`config.mk`:
```
export PLATFORM = sky130hd
export DESIGN_NAME = uart_tx_scheduler
export DESIGN_NICKNAME = d
export VERILOG_FILES = /design/src/rtl/uart_tx_scheduler_pkg.sv /design/src/rtl/uart_tx_scheduler_arbiter.sv /design/src/rtl/uart_tx_scheduler.sv
export SDC_FILE = /design/constraint.sdc
export NUM_CORES = 1
export LEC_CHECK = 0
export ABC_AREA = 1
export CAP_MARGIN = 15
export CORE_MARGIN = 5
export CORE_UTILIZATION = 55
export CTS_BUF_LIST = sky130_fd_sc_hd__clkbuf_4 sky130_fd_sc_hd__clkbuf_8
export CTS_CLUSTER_DIAMETER = 200
export CTS_CLUSTER_SIZE = 14
export DETAILED_ROUTE_END_ITERATION = 6
export DONT_BUFFER_PORTS = 1
export HOLD_SLACK_MARGIN = 0.02
export PLACE_DENSITY = 0.79
export SETUP_SLACK_MARGIN = 0.3
export SYNTH_ARGS = -nofsm -noshare
export SYNTH_HDL_FRONTEND = slang
export SYNTH_SLANG_ARGS = --single-unit
```
`constraint.sdc`:
```
create_clock -name clk -period 6.03 [get_ports clk]
set_clock_uncertainty 0.2 [all_clocks]
set_input_delay 0.9045 -clock clk [delete_from_list [all_inputs] [get_ports clk]]
set_output_delay 0.9045 -clock clk [all_outputs]
set_load 0.005 [all_outputs]
```
`src/rtl/uart_tx_scheduler_pkg.sv`:
```
// Shared framing constants and scheduler state encoding.
// Also used by uart_mouse_receiver for the same SYNC/ID framing.
package uart_tx_scheduler_pkg;

    localparam logic [7:0] FRAME_SYNC    = 8'hAA;
    localparam logic [7:0] FRAME_ID_BASE = 8'hA0;
    localparam int         MAX_N_REQ     = 8;

    localparam logic [2:0] ST_IDLE    = 3'd0;
    localparam logic [2:0] ST_HDR_SYN = 3'd1;
    localparam logic [2:0] ST_HDR_ID  = 3'd2;
    localparam logic [2:0] ST_PAYLOAD = 3'd3;
    localparam logic [2:0] ST_DONE    = 3'd4;

    function automatic logic [2:0] rr_index(
        input logic [2:0]  base,
        input int unsigned offset,
        input int unsigned n
    );
        int unsigned sum;
        sum = (32'(base) + offset) % n;
        return sum[2:0];
    endfunction

endpackage

```
`src/rtl/uart_tx_scheduler_arbiter.sv`:
```
// Rotating-priority encoder: first valid index at or after rr_ptr.
// Purely combinational; the scheduler latches the result.
module tx_rr_arbiter import uart_tx_scheduler_pkg::*; #(
    parameter int N_REQ = 3
) (
    input  logic [N_REQ-1:0] valid,
    input  logic [2:0]       rr_ptr,
    output logic [2:0]       grant,
    output logic             any_valid
);

    logic [MAX_N_REQ-1:0] valid_ext;

    assign valid_ext = MAX_N_REQ'(valid);

    // Scan from the farthest offset back to rr_ptr so the nearest valid wins
    always_comb begin
        logic [2:0] idx;
        idx       = 3'd0;
        grant     = 3'd0;
        any_valid = 1'b0;
        for (int k = N_REQ - 1; k >= 0; k--) begin
            idx = rr_index(rr_ptr, 32'(k), 32'(N_REQ));
            if (valid_ext[idx]) begin
                grant     = idx;
                any_valid = 1'b1;
            end
        end
    end

endmodule

```
`src/rtl/uart_tx_scheduler.sv`:
```
// Round-robin, packet-granular sharing of one UART transmitter.
// Frames: SYNC, ID_BASE|index, payload bytes.
module uart_tx_scheduler import uart_tx_scheduler_pkg::*; #(
    parameter int         N_REQ         = 3,
    parameter int         MAX_LEN       = 16,
    parameter int         STALL_TIMEOUT = 4096,
    parameter logic [7:0] SYNC_BYTE     = FRAME_SYNC,
    parameter logic [7:0] ID_BASE       = FRAME_ID_BASE
) (
    input  logic               clk,
    input  logic               reset,
    input  logic [N_REQ-1:0]   req_valid,
    input  logic [N_REQ-1:0]   req_last,
    input  logic [8*N_REQ-1:0] req_data,
    output logic [N_REQ-1:0]   req_ready,
    output logic [7:0]         tx_data,
    output logic               tx_wr,
    input  logic               tx_busy,
    output logic [2:0]         grant_id,
    output logic               active,
    output logic               pkt_done,
    output logic               pkt_abort
);

    localparam int SW = $clog2(STALL_TIMEOUT + 1);

    logic [2:0]             state;
    logic [2:0]             rr_ptr;
    logic [2:0]             arb_grant;
    logic                   arb_any;
    logic [1:0]             hold_cnt;
    logic [7:0]             len;
    logic [SW-1:0]          stall_cnt;
    logic                   pacer_free;
    logic [MAX_N_REQ-1:0]   valid_ext;
    logic [MAX_N_REQ-1:0]   last_ext;
    logic [8*MAX_N_REQ-1:0] data_ext;
    logic                   g_valid;
    logic                   g_last;
    logic [7:0]             g_data;
    logic                   accept;
    logic                   stall;
    logic                   issue;
    logic [7:0]             issue_byte;
    logic [2:0]             next_rr;

    tx_rr_arbiter #(.N_REQ(N_REQ)) u_arb (
        .valid     (req_valid),
        .rr_ptr    (rr_ptr),
        .grant     (arb_grant),
        .any_valid (arb_any)
    );

    assign valid_ext  = MAX_N_REQ'(req_valid);
    assign last_ext   = MAX_N_REQ'(req_last);
    assign data_ext   = (8*MAX_N_REQ)'(req_data);
    assign g_valid    = valid_ext[grant_id];
    assign g_last     = last_ext[grant_id];
    assign g_data     = data_ext[{grant_id, 3'b000} +: 8];
    assign pacer_free = !tx_busy && (hold_cnt == 2'd0);
    assign accept     = (state == ST_PAYLOAD) && pacer_free && g_valid;
    assign stall      = (state == ST_PAYLOAD) && pacer_free && !g_valid;
    assign next_rr    = (grant_id == 3'(N_REQ - 1)) ? 3'd0 : grant_id + 3'd1;

    // Only the granted requester can see ready, and only when a byte can go out
    always_comb begin
        req_ready = '0;
        for (int i = 0; i < N_REQ; i++) begin
            req_ready[i] = accept && (grant_id == 3'(i));
        end
    end

    // Select which byte, if any, the pacer launches this cycle
    always_comb begin
        issue      = 1'b0;
        issue_byte = 8'h00;
        if (state == ST_HDR_SYN && pacer_free) begin
            issue      = 1'b1;
            issue_byte = SYNC_BYTE;
        end else if (state == ST_HDR_ID && pacer_free) begin
            issue      = 1'b1;
            issue_byte = ID_BASE | {5'd0, grant_id};
        end else if (accept) begin
            issue      = 1'b1;
            issue_byte = g_data;
        end
    end

    // Pacer: register the byte, pulse tx_wr, mask tx_busy for two cycles
    always_ff @(posedge clk or posedge reset) begin
        if (reset) begin
            tx_wr    <= 1'b0;
            tx_data  <= 8'h00;
            hold_cnt <= 2'd0;
        end else begin
            tx_wr <= issue;
            if (issue) begin
                tx_data  <= issue_byte;
                hold_cnt <= 2'd2;
            end else if (hold_cnt != 2'd0) begin
                hold_cnt <= hold_cnt - 2'd1;
            end
        end
    end

    // Packet FSM with length and stall counters
    always_ff @(posedge clk or posedge reset) begin
        if (reset) begin
            state     <= ST_IDLE;
            rr_ptr    <= 3'd0;
            grant_id  <= 3'd0;
            active    <= 1'b0;
            pkt_done  <= 1'b0;
            pkt_abort <= 1'b0;
            len       <= 8'd0;
            stall_cnt <= '0;
        end else begin
            pkt_done  <= 1'b0;
            pkt_abort <= 1'b0;
            case (state)
                ST_IDLE: begin
                    if (arb_any) begin
                        grant_id <= arb_grant;
                        active   <= 1'b1;
                        state    <= ST_HDR_SYN;
                    end
                end
                ST_HDR_SYN: begin
                    if (pacer_free) state <= ST_HDR_ID;
                end
                ST_HDR_ID: begin
                    if (pacer_free) begin
                        len       <= 8'd0;
                        stall_cnt <= '0;
                        state     <= ST_PAYLOAD;
                    end
                end
                ST_PAYLOAD: begin
                    if (accept) begin
                        len       <= len + 8'd1;
                        stall_cnt <= '0;
                        if (g_last) begin
                            pkt_done <= 1'b1;
                            state    <= ST_DONE;
                        end else if (len == 8'(MAX_LEN - 1)) begin
                            pkt_abort <= 1'b1;
                            state     <= ST_DONE;
                        end
                    end else if (stall) begin
                        if (stall_cnt == SW'(STALL_TIMEOUT - 1)) begin
                            pkt_abort <= 1'b1;
                            state     <= ST_DONE;
                        end else begin
                            stall_cnt <= stall_cnt + 1'b1;
                        end
                    end
                end
                ST_DONE: begin
                    rr_ptr <= next_rr;
                    active <= 1'b0;
                    state  <= ST_IDLE;
                end
                default: state <= ST_IDLE;
            endcase
        end
    end

endmodule

```
# Word level (Yosys, flattened, before mapping)
# Cells that the tools add are included.
# word_totals
output_inout_bits,18
inputBits,33
wordCells,117
ff_bits,44
# op_classes
n_lt_le_gt_ge,4
reduce_logical,23
shifts,1
n_div,3
n_addsub,6
mux,53
n_eq_ne,16
# ops
op,n
$mod 32x2->32 const B,2
$shiftx 64x7->8,1
$mux 13,4
$mux 8,5
$mux 3,12
$mod 3x2->32 const B,1
$pmux 13 s2,1
$mux 1,21
$lt 3x4->1 const B,4
$pmux 8 s2,1
$bmux 1 s3,5
$add 13x1->13 const B,1
$eq 13x12->1 const B,1
$pmux 3 s4,1
$eq 3x2->1 const B,3
$logic_and 1x1->1,9
$add 8x1->8 const B,1
$eq 8x4->1 const B,1
$ne 2x2->1 const B,4
$reduce_bool 2->1,4
$eq 3x1->1 const B,2
$logic_not 3->1,2
$ne 3x3->1 const B,2
$reduce_and 6->1,1
other kinds (14),17

# Longest topological paths before layout
# logic_depth
depth_word,9
depth_mapped,23
mapped_depth_nobuf,23

# By module
# From an unflattened synthesis, not the netlist that was laid out.
# unflattened
hier_cells,454
hier_area_um2,3422.0
# by_module_without_submodules
module,cells_each,seq_area_each_um2,area_per_inst_um2,n_inst
uart_tx_scheduler,318,1101.1,2551.2,1
tx_rr_arbiter,136,0.0,870.8,1

# Least setup slack after synthesis
# No wires, ideal clock.
# synth_timing
path_kind,reg2reg
start,register rr_ptr[0]
end,register grant_id[1]
path_buffers,0
t_arrival_ns,2.720
synth_period_minus_slack_ns,3.039
path_stages_with_launch,23
setup_ns,0.119
setup_slack_ns,2.991
required_ns,5.711
path_cell_list,dfrtp_1 ha_1 inv_2 nand2_2 nand2_4 ha_1 inv_1 nand3_1 nand2_2 ha_1 inv_1 nor2_1 nand2_2 nand2_4 nand3_4 o21ai_2 nand3_2 nand2_4 nand2_4 nand2_4 nand3_1 nor2_1 nor2_1
# synth_via
elab_chain_cells,8
elab_cells_between_ends,18
classes_between,add/sub: 2; div: 3; mux: 12; reduce/logical: 1
# synth_lines
item,line_no,text
start: declaration,uart_tx_scheduler.sv:28,logic [2:0] rr_ptr;
start signal: assignment,uart_tx_scheduler.sv:159,rr_ptr <= next_rr;
$add 3x2->4,uart_tx_scheduler_pkg.sv:21,sum = (32'(base) + offset) % n;
$mod 32x2->32,uart_tx_scheduler_pkg.sv:21,
$bmux 1 s3,uart_tx_scheduler_arbiter.sv:24,if (valid_ext[idx]) begin
$mux 1 (implied by the code),uart_tx_scheduler_arbiter.sv:24,
$mux 1 (3 in a row),uart_tx_scheduler_arbiter.sv:24,
$reduce_and 2->1 (no line),-,
end signal: assignment,uart_tx_scheduler.sv:123,grant_id <= arb_grant;
end: declaration,uart_tx_scheduler.sv:19,"output logic [2:0] grant_id,"
# Several ways; a longest one is shown, not always the timed one. The select of a mux whose other input is x is not followed.
# A chain may end at the register's enable or synchronous reset.

# Worst setup path in the final report
# layout_timing
start,register rr_ptr[0]
end,register grant_id[0]
# The elaborated chain is that of the path after synthesis.

==> impl_metrics.tcl <==
set metrics [dict create \
    syn_area_mm2 0.00324 \
    timing.final.crit_share 0.557 \
    gp_congestion 0.851 \
    hold_violations 0 \
    cts_buffers 5 \
    maxCapViolCount 0 \
    first_global_vias 2643 \
    cp-startpoint "rr_ptr[0]" \
    start_util 0.558 \
    cts_tree "done" \
    viasPerCell 5.58 \
    ys_types 45 \
    cts_sinks 44 \
    worstSetupEndpoint "grant_id[0]" \
    io_pins 51 \
    status "completed" \
    die_height_um 86.8 \
    worstPathRequired_ns 6.02 \
    vdd_drop_max_uv 291 \
    cp-end-kind "flop" \
    clkTransAtPathRegs_ns 0.09 \
    syn-num-nets 484 \
    tightest_slew_ns 0.540 \
    holdWs_ns 0.292 \
    fp.coreArea_mm2 0.00582 \
    cp.arrival_ns 3.35 \
    pwr_density_cell_mw_per_mm2 559 \
    clkLatencyLatePin_ns 0.30 \
    die_area_mm2 0.00754 \
    antenna_found_initial 0 \
    port_buffers 0 \
    grt_overflow_total 0 \
    reg2reg_setup_slack_ns 2.67 \
    holdBufCountCts 0 \
    area_growth_pct 5.63 \
    root_buffer "clkbuf_8" \
    rsz0062_at_grt "false" \
    cts_setup_buffers 0 \
    startpoint_type "flop" \
    cts_resized 0 \
    drtPass1Iterations 4 \
    r2r_cells 22 \
    fmaxAchievable_ghz 0.298 \
    wire_per_inst_um 13.9 \
    critPathKind "flop to flop" \
    dp_hpwl_mm 5.62 \
    syn-instance-count 430 \
    cp_max_fo 10 \
    finalMaxSlewViolations 0 \
    finalSetupTns_ns 0 \
    ant_nets 0 \
    cts_max_path_buffers 2 \
    vias 2850 \
    min_path_type "flop to flop" \
    drt_iter0_drc 143 \
    die_width_um 86.8 \
    ys_seq_area_frac 0.339 \
    final_common_cell "nand2_1" \
    hold_path_depth 1 \
    dp_cells 503 \
    grt_max_degree 45 \
    utilization 0.589 \
    grt_pass1_wl_mm 11.9 \
    rows 28 \
    relSlewSlack 0.640 \
    drive_gt1_frac 0.140 \
    ctsHtreeMaxLevel 2 \
    synth_area_per_cell_um2 7.55 \
    leakagePower_nw 1.68 \
    r2r_start "rr_ptr[0]" \
    total_power_mw 1.92 \
    finalSetupViolations 0 \
    fin_cells 511 \
    insertedDiodeCount 0 \
    drcViolationCount 0 \
    grt.total_usage 0.200 \
    finalCriticalPeriod_ns 3.36 \
    finalNetCount 489 \
    layout_common_cells "77 x nand2_1, 64 x inv_1, 54 x nor2_1" \
    yosysWarnings 0 \
    wirelength_mm 7.08 \
    rr_endpoint "grant_id[0]" \
    ys_seq_elements 44 \
]
## through the flow
stage	instance area (um^2)	worst slack, ns
floorplan	3240	2.99
global placement	3320	2.84
detailed placement	3320	2.69
CTS	3430	2.68
global route	3430	2.41
finish	3430	2.67
## routing by layer
metal  vias to the layer above  track usage  wire, um
li1                       1406            -         -
met3                        15       0.0409       433
met1                      1345        0.252      3160
met5                         -            0         0
met2                        84        0.332      3310
met4                         0       0.0836       182
## flip-flops by register name (all words and copies together), names as in the netlist, 2 cells and up
name,flops
rr_ptr,3
state,3
len,8
hold_cnt,2
grant_id,3
stall_cnt,13
tx_data,8
## Yosys cell counts, drive strengths merged
cell     count  area, um^2
o21a         1        7.51
a221oi       4        35.0
ha          20         250
or2          1        6.26
o32ai        1        8.76
o211a        2        20.0
nor3b        2        15.0
a21o         1        7.51
nand2       95         447
inv         75         284
a31oi        2        12.5
a211oi       1        7.51
o2111ai      2        17.5
buf          3        30.0
clkinv       2        10.0
nand3       27         168
and3         1        6.26
fa           1        20.0
a22oi        2        15.0
nand4        7        43.8
a21oi       28         148
dfrtp       44        1100
o221ai       1        15.0
nor2        63         288
o21ai       26         145
o22ai        1        6.26
o211ai       2        15.0
xor2         4        35.0
nor3        10        72.6
o31ai        1        7.51
## layout make-up
| type | instances | area (um^2) |
|---|---|---|
| inverters | 77 | 294 |
| multi-input cells | 306 | 1820 |
| clock inverters | 2 | 35.0 |
| clock buffers | 6 | 76.3 |
| repair buffers | 1 | 7.51 |
| fillers | 539 | 2390 |
| flip-flops and latches | 44 | 1100 |
| well taps | 75 | 93.8 |
## report_power, final
part | internal, mW | switching [mW]
Combinational | 0.409 | 0.787
Sequential | 0.389 | 0.102
Clock | 0.128 | 0.103
## cell families (layout without fill, tap and decap cells)
group / after synthesis / after routing / share of synthesized area
and+or+nand+nor: 206 / 206 / 0.322
buffers and inverters: 80 / 86 / 0.0999
AOI/OAI and AO/OA: 75 / 75 / 0.144
DFF: 44 / 44 / 0.339
adders and majority gates: 21 / 21 / 0.0833
xor gates and xnor gates: 4 / 4 / 0.0108
## critical path, stage by stage, from the launching register on
cell and delay [ns]:
dfrtp_1 0.58, ha_1 0.31, inv_2 0.06, nand2_2 0.09, nand2_4 0.07, ha_1 0.28
inv_1 0.04, nand3_1 0.11, nand2_2 0.07, ha_1 0.27, inv_1 0.03, nor2_1 0.10
nand2_2 0.08, nand2_4 0.08, nand4_1 0.12, nand2_1 0.15, nand3_2 0.10, nand2_4 0.11
nand2_4 0.06, nand2_4 0.08, nand3_1 0.07, nor2_1 0.13, nor2_1 0.05
## how the worst min path moves through the flow
stage | startpoint | to | slack [ns]
after global placement | hold_cnt[0] | hold_cnt[0] | 0.26
after global routing | hold_cnt[0] | hold_cnt[0] | 0.30
after detailed placement | hold_cnt[0] | hold_cnt[0] | 0.28
final | hold_cnt[0] | hold_cnt[0] | 0.29
after floorplan | hold_cnt[0] | hold_cnt[0] | 0.25
after CTS | hold_cnt[0] | hold_cnt[0] | 0.29
Note: power is estimated with default switching activity, not from simulation.
